$ cat src/rtl/meas_result_packer.sv
// Measurement record FIFO plus byte serializer.
// Records {mode, mux_chn, data_1, data_2} are queued and then emitted as 8-byte
// frames: header, six data bytes (MSB first), and a modulo-256 checksum.
module meas_result_packer #(
  parameter int DATA_WIDTH = 24,
  parameter int DEPTH      = 16
) (
  input  logic                      clk,
  input  logic                      rst,
  input  logic                      wr_en,
  input  logic [2:0]                mode,
  input  logic [2:0]                mux_chn,
  input  logic [DATA_WIDTH-1:0]     data_1,
  input  logic [DATA_WIDTH-1:0]     data_2,
  input  logic                      clr_ovf,
  output logic [7:0]                out_data,
  output logic                      out_valid,
  input  logic                      out_ready,
  output logic                      full,
  output logic                      empty,
  output logic [$clog2(DEPTH):0]    count,
  output logic                      overflow
);

  localparam int AW    = $clog2(DEPTH);
  localparam int CW    = AW + 1;
  localparam int REC_W = 6 + 2 * DATA_WIDTH;

  typedef enum logic {IDLE, SEND} state_t;

  logic [REC_W-1:0] mem_q [DEPTH];
  logic [AW-1:0]    wr_ptr_q, wr_ptr_d;
  logic [AW-1:0]    rd_ptr_q, rd_ptr_d;
  logic [CW-1:0]    count_q, count_d;
  logic             ovf_q, ovf_d;
  state_t           state_q, state_d;
  logic [2:0]       idx_q, idx_d;
  logic [REC_W-1:0] hold_q, hold_d;

  logic             push, pop, drop, xfer;
  logic [7:0]       hdr, csum, byte_sel;

  // Status flags come only from the registered count, never from this cycle's wr_en.
  assign full     = (count_q == CW'(DEPTH));
  assign empty    = (count_q == '0);
  assign count    = count_q;
  assign overflow = ovf_q;

  // Output byte is driven straight from the holding register and byte index.
  assign out_valid = (state_q == SEND);
  assign out_data  = out_valid ? byte_sel : 8'h00;

  // Frame byte selection and checksum over the first seven bytes.
  always_comb begin
    hdr  = {2'b10, hold_q[53:48]};
    csum = hdr + hold_q[47:40] + hold_q[39:32] + hold_q[31:24]
         + hold_q[23:16] + hold_q[15:8] + hold_q[7:0];
    case (idx_q)
      3'd0:    byte_sel = hdr;
      3'd1:    byte_sel = hold_q[47:40];
      3'd2:    byte_sel = hold_q[39:32];
      3'd3:    byte_sel = hold_q[31:24];
      3'd4:    byte_sel = hold_q[23:16];
      3'd5:    byte_sel = hold_q[15:8];
      3'd6:    byte_sel = hold_q[7:0];
      default: byte_sel = csum;
    endcase
  end

  // Serializer next-state plus FIFO pointer/count/overflow bookkeeping.
  always_comb begin
    state_d  = state_q;
    idx_d    = idx_q;
    hold_d   = hold_q;
    pop      = 1'b0;
    xfer     = (state_q == SEND) && out_ready;

    case (state_q)
      IDLE: begin
        if (!empty) begin
          pop     = 1'b1;
          hold_d  = mem_q[rd_ptr_q];
          idx_d   = 3'd0;
          state_d = SEND;
        end
      end
      SEND: begin
        if (xfer) begin
          if (idx_q == 3'd7) begin
            idx_d = 3'd0;
            // Chain straight into the next record so frames stream without a gap.
            if (!empty) begin
              pop    = 1'b1;
              hold_d = mem_q[rd_ptr_q];
            end else begin
              state_d = IDLE;
            end
          end else begin
            idx_d = idx_q + 3'd1;
          end
        end
      end
      default: state_d = IDLE;
    endcase

    // A push against a full FIFO is dropped even if a pop frees a slot this cycle.
    push     = wr_en && !full;
    drop     = wr_en && full;
    wr_ptr_d = push ? wr_ptr_q + AW'(1) : wr_ptr_q;
    rd_ptr_d = pop  ? rd_ptr_q + AW'(1) : rd_ptr_q;
    count_d  = count_q + CW'(push) - CW'(pop);

    // A drop in the same cycle as a clear wins, so no lost record goes unreported.
    if (drop)         ovf_d = 1'b1;
    else if (clr_ovf) ovf_d = 1'b0;
    else              ovf_d = ovf_q;
  end

  // Record storage; contents need no reset since pointers/count define validity.
  always_ff @(posedge clk) begin
    if (push) mem_q[wr_ptr_q] <= {mode, mux_chn, data_1, data_2};
  end

  // State registers with synchronous reset; reset also abandons any frame in flight.
  always_ff @(posedge clk) begin
    if (rst) begin
      wr_ptr_q <= '0;
      rd_ptr_q <= '0;
      count_q  <= '0;
      ovf_q    <= 1'b0;
      state_q  <= IDLE;
      idx_q    <= 3'd0;
      hold_q   <= '0;
    end else begin
      wr_ptr_q <= wr_ptr_d;
      rd_ptr_q <= rd_ptr_d;
      count_q  <= count_d;
      ovf_q    <= ovf_d;
      state_q  <= state_d;
      idx_q    <= idx_d;
      hold_q   <= hold_d;
    end
  end

endmodule

$ cat config.mk
export PLATFORM = sky130hd
export DESIGN_NAME = meas_result_packer
export DESIGN_NICKNAME = d
export VERILOG_FILES = /design/src/rtl/meas_result_packer.sv
export SDC_FILE = /design/constraint.sdc
export NUM_CORES = 1
export LEC_CHECK = 0
export CORE_MARGIN = 4
export CORE_UTILIZATION = 40
export CTS_CLUSTER_SIZE = 25
export DETAILED_ROUTE_END_ITERATION = 10
export DONT_BUFFER_PORTS = 1
export PLACE_DENSITY = 0.61
export SLEW_MARGIN = 0
export SYNTH_ARGS = -nofsm -noshare
export SYNTH_HDL_FRONTEND = slang
export SYNTH_SLANG_ARGS = --single-unit
$ cat constraint.sdc
create_clock -name clk -period 7.2 [get_ports clk]
set_clock_uncertainty 0.15 [all_clocks]
set_input_delay 1.44 -clock clk [delete_from_list [all_inputs] [get_ports clk]]
set_output_delay 1.44 -clock clk [all_outputs]
set_load 0.02 [all_outputs]
==> summary.txt <==
Relative slew slack = 0.198
Core area = 0.0918 mm^2
Placer congestion estimate = 0.809
Async SR Flop Fraction = 0
R2R Setup Slk = 3120 ps
Syn-to-layout area delta = 12.3%
Num CTS Buffers = 91
Status = completed
Clock Power Share = 0.306
Clk root buf = clkbuf_16
Main synth FF type = edfxtp_1
Net Sw Frac = 0.292
Peak supply drop = 0.313 mV
CP required = 5610 ps
Post-synth EDFFs = 864
Count of buffer and inverter cells on the critical path = 4
DRT iter0 DRCs = 1818
Top Ports = 76
Leakage = 0.0129 uW
Top post-synthesis cells by area = edfxtp_1 70%, mux4_2 16%, dfxtp_1 4.1%
Resized cells post-CTS = 0
Yosys top cell by area = edfxtp_1
Most frequent cells after synthesis = 864 x edfxtp_1, 270 x mux4_2, 81 x inv_1
Initial antenna violation count = 2
CP arrival = 4890 ps
CTS max path bufs = 3
First-pass GRT wire length = 123 mm
Least-Margin Pin Slew = 1200 ps
Die Height = 312 um
MaxCap Viol Count = 0
Routed length per instance = 26.5 um
Final Hold Violating Endpoints = 0
Finish-stage setup viols = 0
Flops & latches, synth = 940
Hold_ws = 313 ps
Maximum clock rate = 154 MHz
Fillers = 7628
Via-to-Cell Ratio = 5.46
Multi-input logic area = 0.00874 mm^2
Mapped Area = 0.0370 mm^2
Delay-heaviest family, CP = adder cells
Comb pwr share = 0.274
Worst path slowest cell = a21boi_0
Final net count = 1931
Hold Buf Count CTS = 0
Sequential area share after synthesis = 0.742
Ant diodes = 0
Drt drc = 0
Layout cells sized above 1 = 0.250
Die footprint = 0.0975 mm^2
CP max stage delay = 830 ps
Count of pins over their slew limit = 0
FF/Latch Area = 0.0275 mm^2
Worst setup SP type = register
Die Wd = 312 um
Sink Count = 940
Initial Utilization = 0.403
Routed WL = 82.8 mm
Setup bufs post-CTS = 0
Critical Path Fanout Max = 3
Switch Pwr = 4510 uW
Largest net degree at the start of global routing = 113
Worst Hold Class = register to register
Yosys warnings = 0
DR vias = 17100
Worst skew pair latency = 670 ps
Synthesized net count = 1883
Yosys cell types = 42
Synth Instances = 1765
Int Pwr = 10900 uW
Port Buffers = 0
RSZ-0062 raised after global routing = no
CTS tree = done
Total Routing Usage GR = 0.171
Drt first pass iters = 6
CTS clk-pin slew, worst paths = 60 ps
Total grt overflow = 0
Setup tns final = 0 ps
Std cell rows = 111
Post-Syn Area per Cell = 21.0 um^2
Top-count cell post-synth = edfxtp_1
WS Path Type = register to output port
Pwr per Cell Area = 371 mW/mm^2
Vias in the first global route = 17700
Post-DRT Antenna Nets = 0
Period utilization = 0.900
Detail Placement HPWL = 45.3 mm
Crit-path cells = inv_1 > fa_1 > inv_1 > fa_1 > fa_1 > inv_1 > fa_1 > inv_1 > ha_1 > a21o_1 > a21o_1 > xor2_1 > nand2_1 > a21boi_0
H-tree depth reported by CTS = 3
CP Capture Type = output port
Final min period = 6480 ps
Seq pwr share = 0.420
Synth top area share = 0.700
layout make-up:
class | instances | area share
repair buffers | 40 | 0.00843
flip-flops and latches | 940 | 0.661
clock inverters | 51 | 0.0134
inverters | 132 | 0.0119
clock buffers | 111 | 0.0578
well taps | 1243 | 0.0374
multi-input cells | 608 | 0.210
placed cells by master (no fill, tap or decap), drive strengths merged, types with 2 or more instances in the layout:
master	instances
a211oi	3
a21o	4
a21oi	16
a221oi	4
a222oi	15
buf	40
bufinv	9
clkbuf	111
clkinv	86
clkinvlp	3
dfxtp	76
edfxtp	864
fa	32
ha	27
inv	85
mux2	2
mux2i	3
mux4	270
nand2	79
nand2b	3
nand3	2
nand4	3
nor2	34
nor2b	8
nor3	9
o21ai	62
o21bai	2
xnor2	10
xor2	9
cell families (layout without fill, tap and decap cells):
logic type | after synthesis | count (layout) | share of synthesized area
xor+xnor | 20 | 20 | 0.00510
mux | 275 | 275 | 0.166
flops | 940 | 940 | 0.742
compound gates | 111 | 111 | 0.0186
buf+inv | 217 | 334 | 0.0258
fa+ha+maj | 59 | 59 | 0.0264
simple gates | 143 | 143 | 0.0169
worst paths after layout:
path,startpoint,endpoint,cells past startpoint
worst max-delay path,hold_q[26]$_SDFFE_PP0P_,out_data[4],14
worst min-delay path,hold_q[2]$_SDFFE_PP0P_,hold_q[2]$_SDFFE_PP0P_,2
worst max register to register,count[2]$_SDFF_PP0_,mem_q[15][19]$_DFFE_PP_,7
worst min register to register,hold_q[2]$_SDFFE_PP0P_,hold_q[2]$_SDFFE_PP0P_,2
power by group through the flow:
| stage | combinational (uW) | clock, uW | sequential [uW] |
|---|---|---|---|
| after floorplan | 3330 | 0 | 6520 |
| after global placement | 4230 | 0 | 6580 |
| after detailed placement | 4250 | 0 | 6600 |
| after CTS | 4280 | 4820 | 6480 |
| after global routing | 4730 | 5060 | 6510 |
| final | 4230 | 4720 | 6480 |
metal layers:
metal  track usage  up-vias  part of all wire
met4        0.0432        0             0.017
met5             0        -                 0
met3        0.0347      104             0.072
met2         0.277      559              0.49
met1         0.240     9220              0.42
li1              -     7191                 -
state kept, by name, summed over array words and instances, names as in the netlist, named ones only:
signal / cells
count: 5
hold_q: 54
idx_q: 3
mem_q: 864
out_valid: 1
overflow: 1
rd_ptr_q: 4
wr_ptr_q: 4
tightest hold or removal path, stage by stage, from the launching register on:
cell and delay [ps]:
dfxtp_1 320, nand2_1 50, o21ai_1 50
through the flow:
| stage | utilization | std cells | total power, uW | worst slack [ps] | cell area [um^2] |
|---|---|---|---|---|---|
| 3_3_place_gp | 0.421 | 2963 | 10800 | 1420 | 38600 |
| 6_report | 0.453 | 3125 | 15400 | 720 | 41600 |
| 2_1_floorplan | - | 1765 | 9850 | 834 | 37000 |
| 3_5_place_dp | 0.421 | 2963 | 10800 | 1440 | 38600 |
| 4_1_cts | 0.453 | 3125 | 15600 | 719 | 41600 |
| 5_1_grt | 0.453 | 3125 | 16300 | 529 | 41600 |
Power figures use the tool's default switching activity.
